### config.mk
export PLATFORM = sky130hd
export DESIGN_NAME = queue_ptrs
export DESIGN_NICKNAME = d
export VERILOG_FILES = /design/src/rtl/queue_ptrs_pkg.sv /design/src/rtl/queue_ptrs_ring_ptr.sv /design/src/rtl/queue_ptrs.sv
export SDC_FILE = /design/constraint.sdc
export NUM_CORES = 1
export LEC_CHECK = 0
export ABC_AREA = 1
export CAP_MARGIN = 10
export CELL_PAD_IN_SITES_DETAIL_PLACEMENT = 1
export CELL_PAD_IN_SITES_GLOBAL_PLACEMENT = 1
export CORE_AREA = 2 2 184 96
export CTS_BUF_LIST = sky130_fd_sc_hd__clkbuf_4
export DETAILED_ROUTE_END_ITERATION = 8
export DIE_AREA = 0 0 186 98
export PLACE_DENSITY_LB_ADDON = 0.2
export SKIP_CTS_REPAIR_TIMING = 1
export SLEW_MARGIN = 10
export SYNTH_ARGS = -nofsm -noshare
export SYNTH_HDL_FRONTEND = slang
export SYNTH_HIERARCHICAL = 1
export SYNTH_SLANG_ARGS = --single-unit
### constraint.sdc
create_clock -name clk_i -period 6.32 [get_ports clk_i]
set_input_delay 1.264 -clock clk_i [delete_from_list [all_inputs] [get_ports clk_i]]
set_output_delay 1.264 -clock clk_i [all_outputs]
set_load 0.02 [all_outputs]
### src/rtl/queue_ptrs_pkg.sv
// queue_ptrs_pkg: default depths, count-width helper and recovery FSM
// states shared by the IQ/ROB pointer tracker and its ring sub-block.
package queue_ptrs_pkg;

    localparam int QENTRIES_DEF = 8;
    localparam int QSLOTS_DEF   = 2;
    localparam int RENTRIES_DEF = 16;
    localparam int RSLOTS_DEF   = 2;
    localparam int CSLOTS_DEF   = 2;

    // Bits needed to hold a count in 0..n.
    function automatic int cnt_w(input int n);
        return $clog2(n + 1);
    endfunction

    typedef enum logic [1:0] {
        RS_IDLE,
        RS_SCAN,
        RS_APPLY
    } rec_state_e;

endpackage

### src/rtl/queue_ptrs_ring_ptr.sv
// queue_ptrs_ring_ptr: one circular queue's tail set, head and free count.
// Ports: i_clk/i_rst (sync, active-high), i_enq/i_cmt (already-legal counts),
//   i_ld (reload tails from i_ld_base), i_ld_empty (reload tails at new head),
//   o_tails, o_head, o_free.
module queue_ptrs_ring_ptr
    import queue_ptrs_pkg::*;
#(
    parameter int DEPTH = QENTRIES_DEF,
    parameter int SLOTS = QSLOTS_DEF,
    parameter int ECW   = cnt_w(QSLOTS_DEF),
    parameter int CCW   = cnt_w(CSLOTS_DEF),
    parameter int PW    = $clog2(DEPTH),
    parameter int FW    = cnt_w(DEPTH)
) (
    input  logic                     i_clk,
    input  logic                     i_rst,
    input  logic [ECW-1:0]           i_enq,
    input  logic [CCW-1:0]           i_cmt,
    input  logic                     i_ld,
    input  logic                     i_ld_empty,
    input  logic [PW-1:0]            i_ld_base,
    output logic [SLOTS-1:0][PW-1:0] o_tails,
    output logic [PW-1:0]            o_head,
    output logic [FW-1:0]            o_free
);

    // One spare bit so ptr+count never overflows for non-power-of-2 depths.
    localparam int SW = PW + 1;
    localparam logic [SW-1:0] DEP_S = SW'(DEPTH);
    localparam logic [FW-1:0] DEP_F = FW'(DEPTH);

    logic [SLOTS-1:0][PW-1:0] r_tails;
    logic [SLOTS-1:0][PW-1:0] w_tails_n;
    logic [PW-1:0]            r_head;
    logic [PW-1:0]            w_head_n;
    logic [PW-1:0]            w_base;
    logic [FW-1:0]            r_free;
    logic [FW-1:0]            w_free_n;
    logic [SW-1:0]            w_dist;

    // Sum is always < 2*DEPTH, so one conditional subtract is a full mod.
    function automatic logic [PW-1:0] wrap(input logic [SW-1:0] s);
        return (s >= DEP_S) ? PW'(s - DEP_S) : PW'(s);
    endfunction

    assign w_head_n = wrap({1'b0, r_head} + SW'(i_cmt));
    assign w_base   = i_ld_empty ? w_head_n : i_ld_base;

    // Occupancy after a reload: (base - head') mod DEPTH.
    assign w_dist = (w_base >= w_head_n)
                  ? {1'b0, w_base} - {1'b0, w_head_n}
                  : {1'b0, w_base} + DEP_S - {1'b0, w_head_n};

    always_comb begin
        w_tails_n = r_tails;
        w_free_n  = r_free - FW'(i_enq) + FW'(i_cmt);
        if (i_ld || i_ld_empty) begin
            w_free_n = DEP_F - FW'(w_dist);
            for (int j = 0; j < SLOTS; j++)
                w_tails_n[j] = wrap({1'b0, w_base} + SW'(j % DEPTH));
        end else begin
            for (int j = 0; j < SLOTS; j++)
                w_tails_n[j] = wrap({1'b0, r_tails[j]} + SW'(i_enq));
        end
    end

    always_ff @(posedge i_clk) begin
        if (i_rst) begin
            for (int j = 0; j < SLOTS; j++)
                r_tails[j] <= PW'(j % DEPTH);
            r_head <= '0;
            r_free <= DEP_F;
        end else begin
            r_tails <= w_tails_n;
            r_head  <= w_head_n;
            r_free  <= w_free_n;
        end
    end

    assign o_tails = r_tails;
    assign o_head  = r_head;
    assign o_free  = r_free;

endmodule

### src/rtl/queue_ptrs.sv
// queue_ptrs: IQ and ROB head/tail/free tracking with branch-miss recovery.
// Ports: clk_i, rst_i (sync, active-high), branchmiss, iq_stomp, iq_br_tag,
//   iq_rid, queuedCnt, rqueuedCnt, iq_cmtCnt, rob_cmtCnt in; iq_tails,
//   rob_tails, iq_head, rob_head, iq_free, rob_free, can_queue, active_tag,
//   recover_busy, ovf_err out.
// Build option: define QPTR_PIPE_RECOVERY_EN for a two-cycle
//   SCAN/APPLY recovery; otherwise recovery completes in the miss cycle.
module queue_ptrs
    import queue_ptrs_pkg::*;
#(
    parameter int QENTRIES = QENTRIES_DEF,
    parameter int QSLOTS   = QSLOTS_DEF,
    parameter int RENTRIES = RENTRIES_DEF,
    parameter int RSLOTS   = RSLOTS_DEF,
    parameter int CSLOTS   = CSLOTS_DEF,
    parameter int QBITS    = $clog2(QENTRIES),
    parameter int RBITS    = $clog2(RENTRIES)
) (
    input  logic                             clk_i,
    input  logic                             rst_i,
    input  logic                             branchmiss,
    input  logic [QENTRIES-1:0]              iq_stomp,
    input  logic [QENTRIES-1:0][QBITS-1:0]   iq_br_tag,
    input  logic [QENTRIES-1:0][RBITS-1:0]   iq_rid,
    input  logic [$clog2(QSLOTS+1)-1:0]      queuedCnt,
    input  logic [$clog2(RSLOTS+1)-1:0]      rqueuedCnt,
    input  logic [$clog2(CSLOTS+1)-1:0]      iq_cmtCnt,
    input  logic [$clog2(CSLOTS+1)-1:0]      rob_cmtCnt,
    output logic [QSLOTS-1:0][QBITS-1:0]     iq_tails,
    output logic [RSLOTS-1:0][RBITS-1:0]     rob_tails,
    output logic [QBITS-1:0]                 iq_head,
    output logic [RBITS-1:0]                 rob_head,
    output logic [$clog2(QENTRIES+1)-1:0]    iq_free,
    output logic [$clog2(RENTRIES+1)-1:0]    rob_free,
    output logic [$clog2(QSLOTS+1)-1:0]      can_queue,
    output logic [QBITS-1:0]                 active_tag,
    output logic                             recover_busy,
    output logic                             ovf_err
);

    localparam int QEW = cnt_w(QSLOTS);
    localparam int REW = cnt_w(RSLOTS);
    localparam int CCW = cnt_w(CSLOTS);
    localparam int QFW = cnt_w(QENTRIES);
    localparam int RFW = cnt_w(RENTRIES);

    logic             w_recov;
    logic             w_busy;
    logic             w_ld;
    logic             w_ld_empty;
    logic [QBITS-1:0] w_ld_q;
    logic [RBITS-1:0] w_ld_r;
    logic [QBITS-1:0] w_ld_tag;

    logic [QEW-1:0]   w_q_enq;
    logic [REW-1:0]   w_r_enq;
    logic [CCW-1:0]   w_q_cmt;
    logic [CCW-1:0]   w_r_cmt;
    logic             w_err;
    int               w_q_occ;
    int               w_r_occ;
    int               w_cq;

    logic             w_found;
    logic             w_all;
    logic [QBITS-1:0] w_n;

    logic [QBITS-1:0] r_active;
    logic             r_ovf;

    // Illegal counts are clamped to what the queue can take; enqueues
    // are dropped outright while a recovery is rewriting the tails.
    always_comb begin
        w_q_occ = QENTRIES - int'(iq_free);
        w_r_occ = RENTRIES - int'(rob_free);
        w_q_enq = queuedCnt;
        w_r_enq = rqueuedCnt;
        w_q_cmt = iq_cmtCnt;
        w_r_cmt = rob_cmtCnt;
        w_err   = 1'b0;
        if (w_recov) begin
            w_q_enq = '0;
            w_r_enq = '0;
        end else begin
            if (int'(queuedCnt) > int'(iq_free)) begin
                w_q_enq = QEW'(iq_free);
                w_err   = 1'b1;
            end
            if (int'(rqueuedCnt) > int'(rob_free)) begin
                w_r_enq = REW'(rob_free);
                w_err   = 1'b1;
            end
        end
        if (int'(iq_cmtCnt) > w_q_occ) begin
            w_q_cmt = CCW'(w_q_occ);
            w_err   = 1'b1;
        end
        if (int'(rob_cmtCnt) > w_r_occ) begin
            w_r_cmt = CCW'(w_r_occ);
            w_err   = 1'b1;
        end
    end

    // First stomped entry: a set bit whose circular predecessor is clear.
    // Later (higher) edges overwrite earlier ones.
    always_comb begin
        w_found = 1'b0;
        w_n     = '0;
        for (int n = 0; n < QENTRIES; n++) begin
            if (iq_stomp[n] && !iq_stomp[(n + QENTRIES - 1) % QENTRIES]) begin
                w_found = 1'b1;
                w_n     = QBITS'(n);
            end
        end
    end

    // All-ones has no edge: every entry is squashed, both queues drain.
    assign w_all = &iq_stomp;

`ifdef QPTR_PIPE_RECOVERY_EN
    rec_state_e       r_state;
    rec_state_e       w_state_n;
    logic             r_found;
    logic             r_all;
    logic [QBITS-1:0] r_n;
    logic [QBITS-1:0] r_tag;
    logic [RBITS-1:0] r_rid;

    always_ff @(posedge clk_i) begin
        if (rst_i)
            r_state <= RS_IDLE;
        else
            r_state <= w_state_n;
    end

    // APPLY always applies; a miss seen there just re-enters SCAN.
    always_comb begin
        w_state_n  = r_state;
        w_busy     = 1'b0;
        w_ld       = 1'b0;
        w_ld_empty = 1'b0;
        unique case (r_state)
            RS_IDLE: begin
                if (branchmiss)
                    w_state_n = RS_SCAN;
            end
            RS_SCAN: begin
                w_busy    = 1'b1;
                w_state_n = branchmiss ? RS_SCAN : RS_APPLY;
            end
            RS_APPLY: begin
                w_busy     = 1'b1;
                w_ld       = r_found;
                w_ld_empty = r_all;
                w_state_n  = branchmiss ? RS_SCAN : RS_IDLE;
            end
            default: w_state_n = RS_IDLE;
        endcase
    end

    // Stomp vector is sampled in SCAN; the last SCAN cycle's view wins.
    always_ff @(posedge clk_i) begin
        if (rst_i) begin
            r_found <= 1'b0;
            r_all   <= 1'b0;
            r_n     <= '0;
            r_tag   <= '0;
            r_rid   <= '0;
        end else if (r_state == RS_SCAN) begin
            r_found <= w_found;
            r_all   <= w_all;
            r_n     <= w_n;
            r_tag   <= iq_br_tag[w_n];
            r_rid   <= iq_rid[w_n];
        end
    end

    assign w_recov  = branchmiss || w_busy;
    assign w_ld_q   = r_n;
    assign w_ld_r   = r_rid;
    assign w_ld_tag = r_tag;
`else
    assign w_busy     = 1'b0;
    assign w_recov    = branchmiss;
    assign w_ld       = branchmiss && w_found;
    assign w_ld_empty = branchmiss && w_all;
    assign w_ld_q     = w_n;
    assign w_ld_r     = iq_rid[w_n];
    assign w_ld_tag   = iq_br_tag[w_n];
`endif

    queue_ptrs_ring_ptr #(
        .DEPTH (QENTRIES),
        .SLOTS (QSLOTS),
        .ECW   (QEW),
        .CCW   (CCW),
        .PW    (QBITS),
        .FW    (QFW)
    ) u_iq (
        .i_clk      (clk_i),
        .i_rst      (rst_i),
        .i_enq      (w_q_enq),
        .i_cmt      (w_q_cmt),
        .i_ld       (w_ld),
        .i_ld_empty (w_ld_empty),
        .i_ld_base  (w_ld_q),
        .o_tails    (iq_tails),
        .o_head     (iq_head),
        .o_free     (iq_free)
    );

    queue_ptrs_ring_ptr #(
        .DEPTH (RENTRIES),
        .SLOTS (RSLOTS),
        .ECW   (REW),
        .CCW   (CCW),
        .PW    (RBITS),
        .FW    (RFW)
    ) u_rob (
        .i_clk      (clk_i),
        .i_rst      (rst_i),
        .i_enq      (w_r_enq),
        .i_cmt      (w_r_cmt),
        .i_ld       (w_ld),
        .i_ld_empty (w_ld_empty),
        .i_ld_base  (w_ld_r),
        .o_tails    (rob_tails),
        .o_head     (rob_head),
        .o_free     (rob_free)
    );

    always_ff @(posedge clk_i) begin
        if (rst_i) begin
            r_active <= '0;
            r_ovf    <= 1'b0;
        end else begin
            if (w_ld)
                r_active <= w_ld_tag;
            if (w_err)
                r_ovf <= 1'b1;
        end
    end

    always_comb begin
        w_cq = QSLOTS;
        if (int'(iq_free) < w_cq)
            w_cq = int'(iq_free);
        if (int'(rob_free) < w_cq)
            w_cq = int'(rob_free);
        can_queue = w_busy ? '0 : QEW'(w_cq);
    end

    assign active_tag   = r_active;
    assign ovf_err      = r_ovf;
    assign recover_busy = w_busy;

endmodule

== Word level (Yosys, flattened, before mapping) ==
Index checks and enable logic that the tools add are counted.
Operators by class
  $add $sub $neg: 32
  magnitude comparators: 19
  muxes and demuxes: 50
  reduce and logical (&&, ||, !) cells: 20
Operators with widths (number)
  4-bit 2-to-1 mux: 10
  3-bit 2-to-1 mux: 13
  5-bit >= comparator, second input constant: 4
  4-bit by 1-bit subtractor with 4-bit output, second input constant: 5
  4-bit >= comparator, second input constant: 4
  4-bit by 2-bit adder with 5-bit output: 3
  3-bit by 1-bit subtractor with 3-bit output, second input constant: 5
  1-bit 2-to-1 mux: 14
  2-bit 2-to-1 mux: 7
  3-bit by 2-bit adder with 4-bit output: 3
  4-bit binary-select mux with 3-bit select: 1
  1-bit logical AND: 10
  5-bit 2-to-1 mux: 2
  3-bit binary-select mux with 3-bit select: 1
  1-bit logical NOT: 8
  8-bit 2-to-1 mux: 1
  8-bit AND reduction: 1
  3-bit by 6-bit greater-than comparator with 1-bit output: 1
  6-bit 2-to-1 mux: 1
  5-bit by 5-bit subtractor with 6-bit output, first input constant: 1
  4-bit by 1-bit adder with 5-bit output, second input constant: 1
  4-bit by 5-bit adder with 5-bit output, second input constant: 1
  5-bit by 2-bit adder with 5-bit output: 1
  4-bit by 5-bit >= comparator with 1-bit output, second input constant: 1
  22 further kinds: 22
Word-level totals
  register bits after elaboration: 34
  input port bits: 75
  output and inout port bits: 37
  word-level logic and storage cells: 131

== Longest topological paths before layout ==
  depth after elaboration: 17
  depth in mapped cells: 28
  mapped depth without buffers: 28

== Cells and area by module ==
The synthesis kept the hierarchy.
Modules (own cells, without submodules)
  queue_ptrs: times used 1, cells each 281, area each 1551.5 um^2, seq. area each 80.1 um^2
  queue_ptrs_ring_ptr (u_rob): times used 1, cells each 214, area each 1501.4 um^2, seq. area each 340.3 um^2
  queue_ptrs_ring_ptr (u_iq): times used 1, cells each 127, area each 1011.0 um^2, seq. area each 260.2 um^2

== Least setup slack after synthesis ==
OpenSTA, ideal clock, no wires.
  kind: input port to flip-flop
  from: in rob_cmtCnt[1]
  to: reg u_rob.r_free[4] (netlist: u_rob/o_free[4])
  setup time: 112 ps
  arrival: 4117 ps
  data required time: 6208 ps
  setup slack: 2091 ps
  stages: 20
  path buffers: 0
  cell sequence: ha_1 > inv_1 > o21bai_1 > a41oi_2 > o21ai_0 > ha_1 > fa_1 > inv_1 > nand2_2 > nand2_2 > inv_2 > fa_1 > inv_1 > ha_1 > inv_1 > nor2_1 > nand3_1 > nand3_1 > nand2_1 > nand2_1
Between the ends
  word-level cells in the longest chain between the ends: 11
  elaborated cells between the ends (all ways): 15
  those cells by class: 7 x add/sub; 3 x order compare; 5 x mux
RTL lines
  start, declared: RTL line queue_ptrs.sv:28  | input logic [$clog2(CSLOTS+1)-1:0] rob_cmtCnt,
  3-bit by 6-bit greater-than comparator with 1-bit output *: RTL line queue_ptrs.sv:98  | if (int'(rob_cmtCnt) > w_r_occ) begin
  2-bit 2-to-1 mux *: RTL line queue_ptrs.sv:98
  via w_r_cmt[0]: RTL line queue_ptrs.sv:58  | logic [CCW-1:0] w_r_cmt;
  4-bit by 2-bit adder with 5-bit output *: RTL line queue_ptrs_ring_ptr.sv:46  | assign w_head_n = wrap({1'b0, r_head} + SW'(i_cmt));
  4-bit by 1-bit subtractor with 4-bit output / 5-bit >= comparator (equally long branches): RTL line queue_ptrs_ring_ptr.sv:43  | return (s >= DEP_S) ? PW'(s - DEP_S) : PW'(s);
  4-bit 2-to-1 mux *: RTL line queue_ptrs_ring_ptr.sv:43
  via u_rob.w_head_n[1]: RTL line queue_ptrs_ring_ptr.sv:35  | logic [PW-1:0] w_head_n;
  4-bit 2-to-1 mux: RTL line queue_ptrs_ring_ptr.sv:47  | assign w_base = i_ld_empty ? w_head_n : i_ld_base;
  4-bit by 5-bit adder with 5-bit output: RTL line queue_ptrs_ring_ptr.sv:52  | : {1'b0, w_base} + DEP_S - {1'b0, w_head_n};
  5-bit by 4-bit subtractor with 5-bit output: RTL line queue_ptrs_ring_ptr.sv:52
  5-bit 2-to-1 mux *: RTL line queue_ptrs_ring_ptr.sv:51  | ? {1'b0, w_base} - {1'b0, w_head_n}
  5-bit subtractor *: RTL line queue_ptrs_ring_ptr.sv:58  | w_free_n = DEP_F - FW'(w_dist);
  5-bit 2-to-1 mux *: RTL line queue_ptrs_ring_ptr.sv:57  | if (i_ld || i_ld_empty) begin
  end signal, assigned: RTL line queue_ptrs_ring_ptr.sv:76  | r_free <= w_free_n;
  end, declared: RTL line queue_ptrs_ring_ptr.sv:37  | logic [FW-1:0] r_free;
Mark *: on every way through the listed nets, which the timed path passes. The rest lies on a longest branch.
A chain may end at the register's enable or synchronous reset.

== Worst setup path after layout ==
Ends and elaborated chain as after synthesis.

==> results by group <==
Outcome
  • Status: completed

Clock network
  • Clk_lat worst skew: about 0.38 ns
  • H-tree depth: 2
  • Number of clock sinks: 34
  • CTS tree: built
  • Max clock buf depth: 2
  • CTS Buf Count: 5
  • Clk slew on worst S/H paths: ~0.13 ns
  • CTS Root Cell: clkbuf_4

Critical path
  • CP cell instances: clkdlybuf4s50_1 -> ha_1 -> inv_1 -> o21bai_1 -> a41oi_2 -> o21ai_0 -> ha_1 -> fa_1 -> inv_1 -> nand2_2 -> nand2_2 -> inv_2 -> fa_1 -> xnor2_1 -> inv_1 -> nor2_1 -> nand3_1 -> nand3_1 -> nand2_1 -> nand2_1
  • Crit start category: input port
  • WS Path Type: in -> reg
  • Nature of the critical path endpoint: register
  • CP top delay family: adder cells
  • Crit-path slowest cell: fa_1
  • Worst Path Arrival: approximately 5.2 ns
  • Crit path top cell by count: inv_1
  • Max stage delay on crit path: ~0.46 ns
  • Worst Path Max Fanout: 5
  • Crit path required time: approximately 6.6 ns
  • Buf/Inv on CP: 5

Timing
  • Final Max Slew Viols: 0
  • Final-report hold violation count: 0
  • Total negative slack: 0 ns
  • Worst-margin pin slew: about 0.90 ns
  • Worst hold margin: between 0.5 and 0.6 ns
  • Worst clock skew: about 0.016 ns
  • Setup repair after global routing missed its margin: no
  • Final Cycle Share: approximately three quarters
  • Max frequency: 206 MHz
  • Final worst path period need: slightly below 5 ns
  • Worst slew margin: 39.9%
  • Final setup violation count: 0

Floorplan
  • Cell Rows: 34
  • Die Y: slightly below 100 um
  • Die footprint: between 15000 and 20000 um^2
  • Initial Utilization: roughly 24%
  • Area of the core: 16800 um^2
  • Die W: 186 um
  • IO Pins: 112

Route
  • Routed Antenna Nets: 0
  • DRC violations left: 0
  • Vias: around 4300
  • Drt first pass iters: 4
  • Vias per cell: 4.44
  • WL final: around 14000 um
  • DR WL/cell: 14.5 um
  • Initial DRC Count: between 150 and 200

Final layout
  • Most frequent cells in the layout: inv_1 (121), nand2_1 (117), clkdlybuf4s50_1 (110), nand3_1 (62), nor2_1 (53)
  • Most common cell after layout, fill and taps aside: inv_1
  • Antenna diode count: 0
  • Area Overhead vs Synth: 34.5%
  • Post-route cell area: roughly 5500 um^2
  • Layout cell share with drive strength beyond 1: 7.54%
  • Layout net count: 858
  • Core Util, Final: ~33%

Yosys
  • Avg Cell Area, Syn: approximately 6.5 um^2
  • Share of the yosys chip area belonging to registers: between 10% and 20%
  • Number of flops mapped to enable cells by yosys: 0
  • Synth Instances: 622
  • Synth top area share: between 10% and 20%
  • Post-synthesis cell type count: 45
  • Ys flop type: dfxtp_1
  • Yosys reg bits: 34
  • Post-synth ARST share: 0%
  • Synth warn: 6
  • Synth area leader: dfxtp_1
  • Dominant cells by area after synthesis: dfxtp_1 (17%), ha_1 (13%), inv_1 (11%), nand2_1 (11%), nand3_1 (7.6%)
  • Synth Cell Area: approximately 4100 um^2

Pwr
  • Sw frac: 52.6%
  • LEAKAGE: 2.66 nW
  • Combinational share of power: 76.7%
  • NetSw: between 1 and 1.5 mW
  • Clock share of power: under 10%
  • VDD IR max: 0.155 mV
  • Cell Pwr Density: 458 nW/um^2
  • Total Power: 2.50 mW
  • Cell internal pwr: between 1 and 1.5 mW
  • Seq pwr share: around 15%

Global routing
  • Remaining global-route overflow: 0
  • First-pass GRT wire length: between 20000 and 25000 um
  • Largest net degree at the start of global routing: 22
  • Gr usage total: between 15 and 20%
  • Vias in the first global route: about 4500
  • Antenna violations before repair: 0

Placement
  • Post-placement cell area: about 5400 um^2
  • RD Place Congestion: a little over 0.8
  • DP Wirelength: between 10000 and 15000 um
  • Buffers on Ports: 110

Worst hold path
  • Hold WC Path Type: reg -> reg

Run
  • Max Cap Violations: 0
## synth_stat cells (3+ instances only)
| cell | n |
|---|---|
| nor2_1 | 53 |
| fa_1 | 12 |
| dfxtp_1 | 34 |
| nand3b_1 | 3 |
| o21ai_1 | 16 |
| nand3_1 | 62 |
| nand4_1 | 5 |
| a21oi_1 | 25 |
| nor2_4 | 3 |
| xnor2_1 | 7 |
| nand2_2 | 9 |
| o21bai_1 | 5 |
| buf_6 | 6 |
| inv_1 | 121 |
| or2_1 | 4 |
| o21ai_2 | 5 |
| ha_1 | 43 |
| o21ai_0 | 28 |
| o22ai_1 | 4 |
| inv_2 | 11 |
| nand3_2 | 3 |
| a211oi_1 | 6 |
| nand2_1 | 117 |
| buf_4 | 5 |
| xor2_1 | 6 |
| nor3_1 | 4 |
## state kept, by name, summed over array words and instances, names as in the netlist
signal and count:
active_tag 3, u_iq/o_free 4, u_iq/o_head 3, u_iq/o_tails 6, u_rob/o_free 5, ovf_err 1
u_rob/o_head 4, u_rob/o_tails 8
## worst register-to-register path, cell delays in order, from the launching register on
cell and delay (ns):
dfxtp_1 0.54, inv_1 0.16, ha_1 0.31, inv_1 0.05, ha_1 0.29, inv_1 0.04, o21bai_1 0.16, a41oi_2 0.24
o21ai_0 0.39, ha_1 0.26, fa_1 0.42, inv_1 0.17, nand2_2 0.07, nand2_2 0.08, inv_2 0.07, fa_1 0.46
xnor2_1 0.26, inv_1 0.09, nor2_1 0.14, nand3_1 0.10, nand3_1 0.08, nand2_1 0.05, nand2_1 0.06
## power by group through the flow
| stage | Clock (mW) | Sequential, mW | Combinational, mW |
|---|---|---|---|
| global route | 0.239 | 0.377 | 2.22 |
| detailed placement | 0 | 0.372 | 1.92 |
| floorplan | 0 | 0.414 | 1.29 |
| global placement | 0 | 0.368 | 1.85 |
| CTS | 0.227 | 0.367 | 1.94 |
| finish | 0.219 | 0.365 | 1.92 |
## cell families (layout without fill, tap and decap cells)
kind of cell	count (synthesis)	after routing	synth area share, %
flops	34	34	16.7
xor+xnor	13	13	2.80
other cells	2	3	0.185
buf+inv	149	255	15.6
compound gates	104	104	16.5
fa+ha+maj	55	55	19.2
simple gates	265	265	29.0
## worst paths after layout
path,startpoint,endpoint,slack [ns],cells after the start
setup / recovery,rob_cmtCnt[1],u_rob/o_free[4],1.47,20
hold / removal,active_tag[1],active_tag[1],0.56,2
setup reg to reg,u_rob/o_free[0],u_rob/o_free[4],1.77,22
hold reg to reg,active_tag[1],active_tag[1],0.56,2
## stage by stage
| step | setup slack [ns] | std cells |
|---|---|---|
| 3_3_place_gp | 1.09 | 955 |
| 2_1_floorplan | 2.09 | 623 |
| 4_1_cts | 1.45 | 963 |
| 5_1_grt | 1.09 | 963 |
| 6_report | 1.47 | 963 |
| 3_5_place_dp | 1.03 | 955 |
## routing by layer
layer	wire length (um)	vias to the layer above	global-route usage, %
met5	0	-	0
met4	29	0	1.21
met3	625	5	3.25
met2	5680	61	23.9
met1	7670	2028	24.1
li1	-	2186	-
## final cells by class
type | count | area [um^2]
multi-input cells | 440 | 2760
well taps | 234 | 293
inverters | 135 | 515
fillers | 2137 | 11300
repair buffers | 112 | 1120
flip-flops and latches | 34 | 681
clock buffers | 5 | 37.5
clock inverters | 3 | 63.8
Note: power is estimated with default switching activity, not from simulation.
